[src/rtl/hex_disp_pkg.sv]
// Shared types and constants for the multiplexed seven-segment display driver.
package hex_disp_pkg;

   typedef enum logic [1:0] {
      SCAN,
      SEL,
      CAP
   } scan_state_t;

   localparam logic [6:0]  SEG_BLANK  = 7'h7F;
   localparam int unsigned MAX_DIGITS = 8;

   // Bit offset of digit idx within the flattened segment bus.
   function automatic int unsigned digit_slice(input logic [2:0] idx);
      return 32'(idx) * 7;
   endfunction

endpackage

[src/rtl/hex_scan_ctrl_if.sv]
// Digit write port between the game/score logic and the display scanner.
interface hex_scan_ctrl_if;
   logic       wr_valid;
   logic       wr_ready;
   logic [2:0] wr_idx;
   logic [3:0] wr_val;
   logic       wr_blank;

   modport master (
      output wr_valid, wr_idx, wr_val, wr_blank,
      input  wr_ready
   );

   modport slave (
      input  wr_valid, wr_idx, wr_val, wr_blank,
      output wr_ready
   );
endinterface

[src/rtl/hex_scan_ctrl_hex7.sv]
// Hex nibble to active-low seven-segment pattern, bit order {g,f,e,d,c,b,a}.
module hex7
   import hex_disp_pkg::*;
(
   input  logic [3:0] val,
   output logic [6:0] seg
);

   // Pure combinational glyph lookup.
   always_comb begin
      seg = SEG_BLANK;
      case (val)
         4'h0: seg = 7'h40;
         4'h1: seg = 7'h79;
         4'h2: seg = 7'h24;
         4'h3: seg = 7'h30;
         4'h4: seg = 7'h19;
         4'h5: seg = 7'h12;
         4'h6: seg = 7'h02;
         4'h7: seg = 7'h78;
         4'h8: seg = 7'h00;
         4'h9: seg = 7'h10;
         4'hA: seg = 7'h08;
         4'hB: seg = 7'h03;
         4'hC: seg = 7'h46;
         4'hD: seg = 7'h21;
         4'hE: seg = 7'h06;
         4'hF: seg = 7'h0E;
         default: seg = SEG_BLANK;
      endcase
   end

endmodule

[src/rtl/hex_scan_ctrl.sv]
// Scans a digit buffer through one shared hex7 decoder into per-digit
// active-low segment registers. Optional blinking is enabled by defining
// HEX_SCAN_BLINK_EN (adds the blink_mask port and BLINK_FRAMES parameter).
module hex_scan_ctrl
   import hex_disp_pkg::*;
#(
   parameter int unsigned NUM_DIGITS   = 6,
   parameter int unsigned SCAN_DIV     = 50000
`ifdef HEX_SCAN_BLINK_EN
   ,
   parameter int unsigned BLINK_FRAMES = 25
`endif
) (
   input  logic                    clk,
   input  logic                    rst_n,
   hex_scan_ctrl_if.slave          wr,
`ifdef HEX_SCAN_BLINK_EN
   input  logic [NUM_DIGITS-1:0]   blink_mask,
`endif
   output logic [7*NUM_DIGITS-1:0] hex_out,
   output logic                    frame_done,
   output logic                    wr_err
);

   localparam int unsigned      DIV_W    = (SCAN_DIV > 1) ? $clog2(SCAN_DIV) : 1;
   localparam logic [DIV_W-1:0] DIV_LAST = DIV_W'(SCAN_DIV - 1);
   localparam logic [2:0]       PTR_LAST = 3'(NUM_DIGITS - 1);

   scan_state_t           state, state_nx;
   logic [DIV_W-1:0]      div;
   logic [2:0]            ptr;
   logic [3:0]            dec_in;
   logic [6:0]            dec_seg;
   logic [3:0]            dig_val [MAX_DIGITS];
   logic [MAX_DIGITS-1:0] dig_blank;
   logic [6:0]            seg_reg [MAX_DIGITS];
   logic                  wr_fire;
   logic                  idx_ok;
   logic                  ptr_wrap;
   logic                  force_dark;

   assign wr_fire  = wr.wr_valid && wr.wr_ready;
   assign idx_ok   = {1'b0, wr.wr_idx} < 4'(NUM_DIGITS);
   assign ptr_wrap = (ptr == PTR_LAST);

   // Scan state register.
   always_ff @(posedge clk or negedge rst_n) begin
      if (!rst_n) state <= SCAN;
      else        state <= state_nx;
   end

   // Next state, write ready and end-of-frame pulse.
   always_comb begin
      state_nx    = state;
      wr.wr_ready = 1'b0;
      frame_done  = 1'b0;
      case (state)
         SCAN: begin
            wr.wr_ready = 1'b1;
            if (div == DIV_LAST) state_nx = SEL;
         end
         SEL: state_nx = CAP;
         CAP: begin
            frame_done = ptr_wrap;
            state_nx   = SCAN;
         end
         default: state_nx = SCAN;
      endcase
   end

   // Dwell counter: runs only while scanning, clears on the way out.
   always_ff @(posedge clk or negedge rst_n) begin
      if (!rst_n)                 div <= '0;
      else if (state != SCAN)     div <= '0;
      else if (div == DIV_LAST)   div <= '0;
      else                        div <= div + 1'b1;
   end

   // Digit pointer advance and registered decoder input.
   always_ff @(posedge clk or negedge rst_n) begin
      if (!rst_n) begin
         ptr    <= '0;
         dec_in <= '0;
      end else begin
         if (state == SEL) dec_in <= dig_val[ptr];
         if (state == CAP) ptr    <= ptr_wrap ? '0 : ptr + 3'd1;
      end
   end

   // Digit buffer writes; out-of-range indices are consumed and flagged.
   always_ff @(posedge clk or negedge rst_n) begin
      if (!rst_n) begin
         for (int unsigned i = 0; i < MAX_DIGITS; i++) dig_val[i] <= '0;
         dig_blank <= '1;
         wr_err    <= 1'b0;
      end else if (wr_fire) begin
         if (idx_ok) begin
            dig_val[wr.wr_idx]   <= wr.wr_val;
            dig_blank[wr.wr_idx] <= wr.wr_blank;
         end else begin
            wr_err <= 1'b1;
         end
      end
   end

   hex7 u_hex7 (
      .val (dec_in),
      .seg (dec_seg)
   );

`ifdef HEX_SCAN_BLINK_EN
   localparam int unsigned   BF_W    = (BLINK_FRAMES > 1) ? $clog2(BLINK_FRAMES) : 1;
   localparam logic [BF_W-1:0] BF_LAST = BF_W'(BLINK_FRAMES - 1);

   logic [BF_W-1:0]       fcnt;
   logic                  phase;
   logic [MAX_DIGITS-1:0] mask_ext;

   assign mask_ext   = MAX_DIGITS'(blink_mask);
   assign force_dark = phase && mask_ext[ptr];

   // Blink phase flips after every BLINK_FRAMES completed frames.
   always_ff @(posedge clk or negedge rst_n) begin
      if (!rst_n) begin
         fcnt  <= '0;
         phase <= 1'b0;
      end else if (frame_done) begin
         if (fcnt == BF_LAST) begin
            fcnt  <= '0;
            phase <= ~phase;
         end else begin
            fcnt <= fcnt + 1'b1;
         end
      end
   end
`else
   assign force_dark = 1'b0;
`endif

   // Capture the decoded glyph for the current digit.
   always_ff @(posedge clk or negedge rst_n) begin
      if (!rst_n) begin
         for (int unsigned i = 0; i < MAX_DIGITS; i++) seg_reg[i] <= SEG_BLANK;
      end else if (state == CAP) begin
         seg_reg[ptr] <= (dig_blank[ptr] || force_dark) ? SEG_BLANK : dec_seg;
      end
   end

   for (genvar g = 0; g < NUM_DIGITS; g++) begin : g_out
      assign hex_out[digit_slice(3'(g)) +: 7] = seg_reg[g];
   end

endmodule

[src/flat_wrapper.sv]
// flat-port wrapper written by rule: the top's interface ports become plain ports
module hex_scan_ctrl_flat import hex_disp_pkg::*;
#(
   parameter int unsigned NUM_DIGITS   = 6,
   parameter int unsigned SCAN_DIV     = 50000

)
  (clk, rst_n, hex_out, frame_done, wr_err, wr_wr_valid, wr_wr_idx, wr_wr_val, wr_wr_blank, wr_wr_ready);
  hex_scan_ctrl_if wr_i ();
  input  logic clk;
  input  logic rst_n;
  output logic [7*NUM_DIGITS-1:0] hex_out;
  output logic frame_done;
  output logic wr_err;
  input wire logic [$bits(wr_i.wr_valid)-1:0] wr_wr_valid;
  input wire logic [$bits(wr_i.wr_idx)-1:0] wr_wr_idx;
  input wire logic [$bits(wr_i.wr_val)-1:0] wr_wr_val;
  input wire logic [$bits(wr_i.wr_blank)-1:0] wr_wr_blank;
  output wire logic [$bits(wr_i.wr_ready)-1:0] wr_wr_ready;
  assign wr_i.wr_valid = wr_wr_valid;
  assign wr_i.wr_idx = wr_wr_idx;
  assign wr_i.wr_val = wr_wr_val;
  assign wr_i.wr_blank = wr_wr_blank;
  assign wr_wr_ready = wr_i.wr_ready;
  hex_scan_ctrl #(.NUM_DIGITS(NUM_DIGITS), .SCAN_DIV(SCAN_DIV)) u_core (.clk(clk), .rst_n(rst_n), .wr(wr_i), .hex_out(hex_out), .frame_done(frame_done), .wr_err(wr_err));
endmodule
[config.mk]
export PLATFORM = sky130hd
export DESIGN_NAME = hex_scan_ctrl_flat
export DESIGN_NICKNAME = d
export VERILOG_FILES = /design/src/rtl/hex_disp_pkg.sv /design/src/rtl/hex_scan_ctrl_if.sv /design/src/rtl/hex_scan_ctrl_hex7.sv /design/src/rtl/hex_scan_ctrl.sv /design/src/flat_wrapper.sv
export SDC_FILE = /design/constraint.sdc
export NUM_CORES = 1
export LEC_CHECK = 0
export BUFFER_PORTS_ARGS = -buffer_cell sky130_fd_sc_hd__buf_2
export CORE_MARGIN = 1
export CORE_UTILIZATION = 35
export DETAILED_ROUTE_END_ITERATION = 8
export SYNTH_ARGS = -nofsm -noshare
export SYNTH_HDL_FRONTEND = slang
export SYNTH_SLANG_ARGS = --single-unit
[constraint.sdc]
create_clock -name clk -period 3.25 [get_ports clk]
set_input_delay 0.4875 -clock clk [delete_from_list [all_inputs] [get_ports clk]]
set_output_delay 0.4875 -clock clk [all_outputs]
set_load 0.05 [all_outputs]
# == Yosys cells after proc, flatten, opt, wreduce, memory -nomap -nowiden ==
# Memories as Yosys holds them, arrays and structs flattened.
# Cells that the tools add are included.
# totals
out_inout_bits,45
regBits,122
romBits,112
in_bits,11
elab_cells,71
memories,1
# classes
n_lt_le_gt_ge,8
n_addsub,2
reduce_logical,8
n_mux,22
bitwise,3
n_eq_ne,5
# memory_table
name,depth,width,read_ports,rd_clocked_by_memory_dff,write_ports,line,rtl
(no name shown),16,7,1,0,0,hex_scan_ctrl_hex7.sv:12,case (val)
# op_table
operator,n
bitwise mux 56 bit,1
bitwise mux 32 bit,1
2-to-1 mux 16 bit,2
demux 7 bit (select 3 bit),1
adder 16 x 1 -> 16 bit (second input constant),1
equality test 16 bit (second input constant),1
2-to-1 mux 7 bit,2
binary-select mux 4 bit (select 3 bit),1
demux 4 bit (select 3 bit),1
2-to-1 mux 4 bit,3
bitwise mux 8 bit,1
greater-or-equal comparator 4 bit (second input constant),2
less-than comparator 3 x 4 -> 1 bit (second input constant),2
less-than comparator 4 x 1 -> 1 bit (second input constant),2
NOT 3 -> 4 bit,2
logical AND 1 bit,4
2-to-1 mux 1 bit,4
case mux 2 bit (2 select lines),1
AND reduction 2 bit,2
adder 3 x 1 -> 3 bit (second input constant),1
binary-select mux 1 bit (select 3 bit),1
demux 1 bit (select 3 bit),1
equality test 3 bit (second input constant),1
greater-or-equal comparator 3 x 1 -> 1 bit (second input constant),1
9 further kinds,9

# == Depth between registers and ports, before layout ==
# Gate-level depths: netlist (run 1).
# depth
word_depth,6
depth_mapped,6
ltp_nobuf,6

# == By module ==
# A second synthesis (run 1) with hierarchy kept.
# hier_totals
cells_unflattened,356
area_unflattened_um2,4743.3
# modules_own_cells
module,area_per_inst_um2,seq_area_each_um2,cells_each,instances
hex_scan_ctrl,4468.0,2712.6,324,1
hex7,275.3,0.0,32,1

# == Least setup slack after synthesis (run 1) ==
# No wires, ideal clock.
# synth_path
path_type,register to register
start,register u_core.state[1]
end,register u_core.dig_val[10] (netlist name)
stages_incl_launch_ff,6
synth_period_minus_slack_ps,1993
t_arrival_ps,1868
t_required_ps,3125
setup_slack_ps,1257
n_path_buf,0
setup_time_ps,125
cell_sequence,dfrtp_1 or2_2 inv_1 nand2_1 nor3_4 mux2_2
# synth_via
elab_chain_len,4
# synth_lines
element,line,rtl
from (decl),hex_scan_ctrl.sv:29,"scan_state_t state, state_nx;"
from (signal assigned),hex_scan_ctrl.sv:49,else state <= state_nx;
zero test 2 bit,hex_scan_ctrl.sv:57,case (state)
2-to-1 mux 1 bit,hex_scan_ctrl.sv:57,
via wr_wr_ready,flat_wrapper.sv:19,output wire logic [$bits(wr_i.wr_ready)-1:0] wr_wr_ready;
logical AND 1 bit,hex_scan_ctrl.sv:42,assign wr_fire = wr.wr_valid && wr.wr_ready;
AND reduction 2 bit (no line),n/a,
"to (signal, indexed assignment)",hex_scan_ctrl.sv:98,dig_val[wr.wr_idx] <= wr.wr_val;
to (decl),hex_scan_ctrl.sv:34,logic [3:0] dig_val [MAX_DIGITS];
# The timed path passes the listed nets, and every way through them passes these cells.
# A chain may end at the register's enable or synchronous reset.

# == Worst setup path after layout (run 1) ==
# layout_path
start,register u_core.ptr[0]
end,output port frame_done
# layout_via
elab_chain_len,2
# layout_lines
element,line,rtl
from (decl),hex_scan_ctrl.sv:31,logic [2:0] ptr;
from (signal assigned),hex_scan_ctrl.sv:86,if (state == CAP) ptr <= ptr_wrap ? '0 : ptr + 3'd1;
equality test 3 bit,hex_scan_ctrl.sv:44,assign ptr_wrap = (ptr == PTR_LAST);
2-to-1 mux 1 bit,hex_scan_ctrl.sv:57,
to (decl),flat_wrapper.sv:13,output logic frame_done;
# No other way between the ends.

==> results.py, run 1 <==
metrics = {
    "drt": {
        "antenna_left": 0,
        "wirelength_um": 9780,
        "drtIter0Drc": 120,
        "via_per_inst": 4.84,
        "drt_pass1_iterations": 4,
        "via_count": 3099,
        "wire_per_inst_um": 15.3,
        "drc": 0,
    },
    "timing": {
        "setup_violations": 0,
        "final_max_slew_viol_count": 0,
        "period_needed_ns": 2.36,
        "worstMarginPinSlew_ns": 0.853,
        "rsz0062_at_grt": "no",
        "fin_crit_sh_pct": 72.6,
        "fin_skew_ns": 0.00913,
        "postLayoutSetupSlackWorst_ns": 0.892,
        "slew_headroom_pct": 43.1,
        "hold_viol": 0,
        "fmax_ghz": 0.424,
        "tns_ns": 0,
        "whs_ns": 0.248,
    },
    "worst_setup_path": {
        "crit_buf_inv": 2,
        "endpoint_kind": "output pin",
        "timing.critical_path.fanout_max": 14,
        "start_kind": "flop",
        "critPathTopFamily": "flip-flops",
        "path_class": "reg2out",
        "critPathArrivalTime_ns": 1.87,
        "path_cells": "nand3b_1 -> nor2_1 -> buf_4 -> buf_2",
        "cp_slowest_stage_delay_ns": 0.65,
        "critPathSlowestCell": "dfrtp_1",
        "critPathRequiredTime_ns": 2.76,
    },
    "synthesis": {
        "ys_seq_area_share_pct": 56.2,
        "syn_inst": 411,
        "yosysUniqueCellTypes": 42,
        "synthesis.area_mm2": 0.00483,
        "ys_ff_latch": 106,
        "avgSynthCellArea_um2": 11.8,
        "synthFlopType": "dfrtp_1",
        "syn_nets": 429,
        "synth-edff-count": 0,
        "yosysWarnings": 0,
        "async_flop_share_pct": 100,
    },
    "clock_tree": {
        "clk_path_buf_depth": 2,
        "clk_latency_ns": 0.36,
        "postCtsSetupBuffers": 0,
        "clockRootBuffer": "clkbuf_16",
        "htreeDepth": 3,
        "tritoncts": "built",
        "clkSlewWorstSetupHoldPaths_ns": 0.07,
        "cts_hold_buf": 0,
        "cts.sinks": 106,
        "cts_resized": 0,
        "cts_inserted_buffers": 9,
    },
    "placement": {
        "io_buffer_count": 55,
        "dp_hpwl_um": 7160,
        "place_ws_ns": 1.24,
        "place_congestion": 0.752,
    },
    "grt": {
        "groute.usage.overall_pct": 14.9,
        "antenna_found_initial": 0,
        "grt_pass1_wl_um": 16300,
        "grt_pass1_vias": 3136,
        "grt-ovfl-total": 0,
        "grt_max_degree": 67,
    },
    "pwr": {
        "power_frac_clock_pct": 38.8,
        "power_frac_seq_pct": 52.9,
        "comb_power_share_pct": 8.3,
        "power_density_mw_per_mm2": 498,
        "power_switching_w": 0.000637,
        "total_power_w": 0.00276,
        "sw_frac_of_total_pct": 23.0,
        "internal_power_w": 0.00213,
        "ir_worst_vdd_uv": 247,
        "p_leak_nw": 2.45,
    },
    "finish": {
        "ff_latch_area_mm2": 0.00271,
        "synthToLayoutAreaGrowth_pct": 14.8,
        "fillers": 1336,
        "antennaDiodeCount": 0,
        "multi_input_area_mm2": 0.00197,
        "post-route-util_pct": 41.5,
        "drive_above_1_share_pct": 40.5,
        "nets": 477,
    },
    "floorplan": {
        "initial_core_util_pct": 36.2,
        "fp.dieArea_mm2": 0.0143,
        "design.core.area_mm2": 0.0133,
        "rows": 42,
        "fp.dieH_um": 119,
        "die_w_um": 119,
        "ioPinCount": 56,
    },
    "status": {
        "status": "finished, final reports clean",
    },
    "worst_hold_path": {
        "hold_class": "in2async",
    },
    "run": {
        "maxCapViolations": 0,
    },
}
==> power by group through the flow <==
stage                     Combinational (W)  Sequential [W]  Clock (W)
after global routing               0.000256         0.00147    0.00116
after global placement             0.000226         0.00148          0
after detailed placement           0.000234         0.00148          0
after CTS                          0.000235         0.00146    0.00110
after floorplan                    0.000157         0.00147          0
final                              0.000229         0.00146    0.00107
==> cell usage after synthesis, types with 2 or more instances <==
library cell | instances | area [µm²]
ha_1 | 7 | 87.6
dfrtp_1 | 58 | 1450
nand2_1 | 33 | 124
a31oi_1 | 4 | 25.0
nor4_1 | 5 | 31.3
nand2b_1 | 5 | 31.3
nand3b_1 | 2 | 15.0
or2_2 | 2 | 12.5
dfstp_2 | 48 | 1260
a21o_1 | 3 | 22.5
a21oi_1 | 17 | 85.1
nor3_4 | 3 | 48.8
xnor2_1 | 12 | 105
o21ai_0 | 19 | 95.1
and2_1 | 5 | 31.3
nor2_1 | 47 | 176
xor2_1 | 2 | 17.5
mux4_2 | 5 | 113
mux2_2 | 51 | 574
buf_2 | 9 | 45.0
o22ai_1 | 4 | 25.0
nor3_1 | 5 | 25.0
nor2b_1 | 5 | 31.3
mux2i_1 | 11 | 110
nand3_1 | 11 | 55.1
clkbuf_1 | 11 | 41.3
inv_1 | 10 | 37.5
nand4_1 | 3 | 18.8
==> cell usage in the layout (no fill, tap or decap), drive strengths merged, types with 2 or more instances in the layout <==
cell      netlist  routed
nor3            9       9
clkinvlp        0       2
a21o            3       3
a21oi          17      17
xor2            2       2
or2             2       2
nand2          33      33
nand3b          2       2
mux2i          11      11
clkinv          0       2
inv            10      10
mux4            5       5
and2            5       5
buf            12      60
o21ai          20      20
mux2           51      51
ha              7       7
nor2b           5       5
o22ai           4       4
xnor2          12      12
nor3b           2       2
nand3          11      11
nand4           3       3
dfrtp          58      58
clkbuf         11      11
dfstp          48      48
nand2b          5       5
a31oi           4       4
nor4            5       5
nor2           47      47
==> sequential cells by signal, summed over array words and instances (netlist names) <==
register,cells
u_core.state,2
u_core.div,16
u_core.ptr,3
u_core.dig_val,32
u_core.wr_err,1
u_core.hex_out,42
u_core.dig_blank,6
u_core.dec_in,4
==> per-layer routing <==
metal | routed length, µm | share of wire, % | GRT usage, % | up-vias
met2 | 4590 | 47 | 23.5 | 56
li1 | - | - | - | 1509
met4 | 183 | 1.9 | 6.64 | 0
met3 | 345 | 3.5 | 3.11 | 12
met1 | 4660 | 48 | 19.8 | 1522
met5 | 0 | 0 | 0 | -
==> per-stage QoR <==
stage               cell area [µm²]  cells
detailed placement             5260    624
CTS                            5540    640
floorplan                      4830    411
finish                         5540    640
global placement               5260    624
global route                   5540    640
==> worst paths after layout <==
path                                         from            endpoint  slack [ns]  depth (start not counted)
worst max-delay path                u_core.ptr[0]          frame_done        0.89                          4
worst min-delay path                        rst_n  u_core.dig_val[21]        0.25                          1
worst max register to register      u_core.ptr[0]  u_core.hex_out[22]        1.26                          5
worst min register to register  u_core.dig_val[2]   u_core.dig_val[2]        0.38                          0
max in group asynchronous                   rst_n  u_core.hex_out[23]        2.13                          2
min in group clk                u_core.dig_val[2]   u_core.dig_val[2]        0.38                          0
==> cells by family after synthesis <==
kind of cell / share of synthesized area (%)
XOR/XNOR: 2.54
AO/OA/AOI/OAI: 5.93
flip-flops: 56.2
multiplexers: 16.5
buffers and inverters: 3.03
AND/OR/NAND/NOR: 14.0
adder cells (fa/ha/maj): 1.81
==> final cells by class <==
cell class / instances / share of cell area (%)
sequential: 106 / 48.9
multi-input combinational: 272 / 35.5
timing repair buffer: 60 / 5.69
clock buffer: 11 / 4.20
tap: 176 / 3.97
clock inverter: 5 / 0.993
inverter: 10 / 0.677
Power figures use the tool's default switching activity.
==> inputs of run 2 (changes only) <==
ABC_AREA = 1   (was unset)
clock period = 1.9 ns   (was 3.25 ns; I/O delays follow)
==> results.py, run 2 <==
metrics = {
    "timing": {
        "setup_violations": 0,
        "tns_ns": 0,
        "whs_ns": 0.238,
        "slew_headroom_pct": 66.7,
        "fmax_ghz": 0.556,
        "worstMarginPinSlew_ns": 0.499,
        "hold_viol": 0,
        "fin_skew_ns": 0.0121,
        "rsz0062_at_grt": "no",
        "final_max_slew_viol_count": 0,
        "period_needed_ns": 1.80,
        "postLayoutSetupSlackWorst_ns": 0.101,
        "fin_crit_sh_pct": 94.7,
    },
    "clock_tree": {
        "htreeDepth": 3,
        "clk_path_buf_depth": 2,
        "clockRootBuffer": "clkbuf_16",
        "clkSlewWorstSetupHoldPaths_ns": 0.07,
        "cts.sinks": 108,
        "clk_latency_ns": 0.36,
        "postCtsSetupBuffers": 0,
        "tritoncts": "built",
        "cts_inserted_buffers": 9,
    },
    "finish": {
        "final_common_cell": "nand2_1",
        "synthToLayoutAreaGrowth_pct": 15.9,
        "antennaDiodeCount": 0,
        "largest_reg_flops": 42,
        "final_cell_mix": "nand2_1 (263), nor2_1 (61), dfrtp_1 (58)",
        "drive_above_1_share_pct": 24.3,
        "post-route-util_pct": 41.9,
        "nets": 689,
    },
    "worst_setup_path": {
        "endpoint_kind": "output pin",
        "critPathSlowestCell": "dfrtp_1",
        "r2r_cells": 8,
        "path_cells": "nor2_1 -> nand2_2 -> nor2_4 -> buf_4",
        "cp_slowest_stage_delay_ns": 0.41,
        "reg2reg_to": "u_core.hex_out[1]",
        "path_class": "reg2out",
        "r2r-start": "u_core.dec_in[0]",
        "critPathArrivalTime_ns": 1.51,
        "timing.critical_path.fanout_max": 3,
        "start_kind": "flop",
        "r2r_slack_ns": 0.16,
        "critPathRequiredTime_ns": 1.62,
    },
    "placement": {
        "place_congestion": 0.856,
        "dp_hpwl_um": 8230,
        "place_ws_ns": 0.196,
        "io_buffer_count": 55,
    },
    "drt": {
        "via_per_inst": 4.71,
        "drtIter0Drc": 269,
        "wire_per_inst_um": 13.4,
        "wl_met1_um": 5540,
        "wl_met2_um": 5230,
        "drc": 0,
        "wl_met3_um": 504,
        "highest_layer": "met4",
        "via_count": 4035,
        "drt_pass1_iterations": 4,
        "wirelength_um": 11400,
        "antenna_left": 0,
    },
    "floorplan": {
        "die_w_um": 122,
        "rows": 43,
        "initial_core_util_pct": 36.2,
        "fp.dieH_um": 122,
        "fp.dieArea_mm2": 0.0149,
        "ioPinCount": 56,
        "design.core.area_mm2": 0.0140,
    },
    "pwr": {
        "p_leak_nw": 3.02,
        "power_density_mw_per_mm2": 817,
        "total_power_w": 0.00479,
        "ir_worst_vdd_uv": 531,
    },
    "synthesis": {
        "synthFlopType": "dfrtp_1",
        "yosysUniqueCellTypes": 28,
        "yosysTopAreaCell": "dfrtp_1",
        "synth_commonest_cells": "nand2_1 (264), nor2_1 (61), dfrtp_1 (58), dfstp_2 (50)",
        "synthesis.area_mm2": 0.00506,
        "synth.most_common_cell": "nand2_1",
        "ys_seq_area_share_pct": 54.6,
        "ys_ff_latch": 108,
        "yosysWarnings": 0,
        "syn_inst": 613,
        "avgSynthCellArea_um2": 8.26,
        "synth_top_cell_area_share_pct": 28.7,
        "synth-edff-count": 0,
        "synth_area_leaders": "dfrtp_1 (29%), dfstp_2 (26%), nand2_1 (20%)",
        "async_flop_share_pct": 100,
        "syn_nets": 631,
    },
    "run": {
        "maxCapViolations": 0,
    },
    "worst_hold_path": {
        "hold_path_depth": 2,
        "min_from": "wr_wr_idx[2]",
        "min_to": "u_core.wr_err",
        "hold_class": "in2reg",
    },
    "grt": {
        "antenna_found_initial": 0,
        "grt_max_degree": 98,
        "grt_pass1_vias": 3913,
        "grt-ovfl-total": 0,
        "grt_pass1_wl_um": 19200,
        "groute.usage.overall_pct": 16.6,
    },
    "status": {
        "status": "finished, final reports clean",
    },
}
[run 2: cell count changes in the layout (fill, tap and decap cells not counted), moves of 10 or more]
cell,delta
nand2_1,+230
inv_1,+28
mux2_2,-51
o21ai_0,+19
xnor2_1,-12
inv_2,+10
nor2_1,+14
mux2i_1,-11
[run 2: final cells by class]
type                       count  area (µm²)
inverter                      48         180
clock inverter                 6        61.3
tap                          180         225
timing repair buffer          62         348
clock buffer                  10         250
fill                        1420        8120
sequential                   108        2770
multi-input combinational    442        2040
[run 2: kinds of logic after synthesis]
logic type               Yosys count  synth area share (%)
AO/OA/AOI/OAI                     61                  6.30
XOR/XNOR                           2                 0.346
adder cells (fa/ha/maj)            7                  1.73
buffers and inverters             63                  5.19
flip-flops                       108                  54.6
AND/OR/NAND/NOR                  372                  31.8
[run 2: metrics by stage]
stage | cells | cell area [µm²]
floorplan | 613 | 5060
global placement | 839 | 5540
detailed placement | 839 | 5540
CTS | 856 | 5860
global route | 856 | 5870
finish | 856 | 5870
[run 2: worst max-delay path: cells and delay by family (launching register included)]
| kind | cells | cell delay, ns |
|---|---|---|
| and+or+nand+nor | 3 | 0.53 |
| DFF | 1 | 0.41 |
| buffers and inverters | 1 | 0.21 |
[run 2: worst max path at each step]
stage          cells after the start                 end              from  slack [ns]
2_1_floorplan                      6  u_core.dig_val[20]   u_core.state[1]        0.20
3_3_place_gp                       8   u_core.hex_out[8]  u_core.dec_in[0]        0.20
3_5_place_dp                       8   u_core.hex_out[1]  u_core.dec_in[0]        0.20
4_1_cts                            4          frame_done   u_core.state[0]        0.03
5_1_grt                            8   u_core.hex_out[1]  u_core.dec_in[0]       0.009
6_report                           4          frame_done   u_core.state[0]        0.10
[run 2: power breakdown]
part | switching [W] | internal (W) | total (W)
sequential | 0.0000726 | 0.00244 | 0.00251
combinational | 0.000231 | 0.000103 | 0.000334
clock | 0.000942 | 0.00101 | 0.00195
total | 0.00125 | 0.00355 | 0.00479
[run 2: repair_timing]
item,CTS,global route
setup endpoints to repair,1,1
gates resized for setup,1,1
hold buffers,1,0
hold endpoints to repair,11,0
[run 2: metal layers]
| layer | global-route usage [%] | vias to the layer above |
|---|---|---|
| met5 | 0 | - |
| met4 | 5.41 | 0 |
| met3 | 3.44 | 13 |
| met2 | 26.3 | 93 |
| met1 | 22.4 | 1896 |
| li1 | - | 2033 |
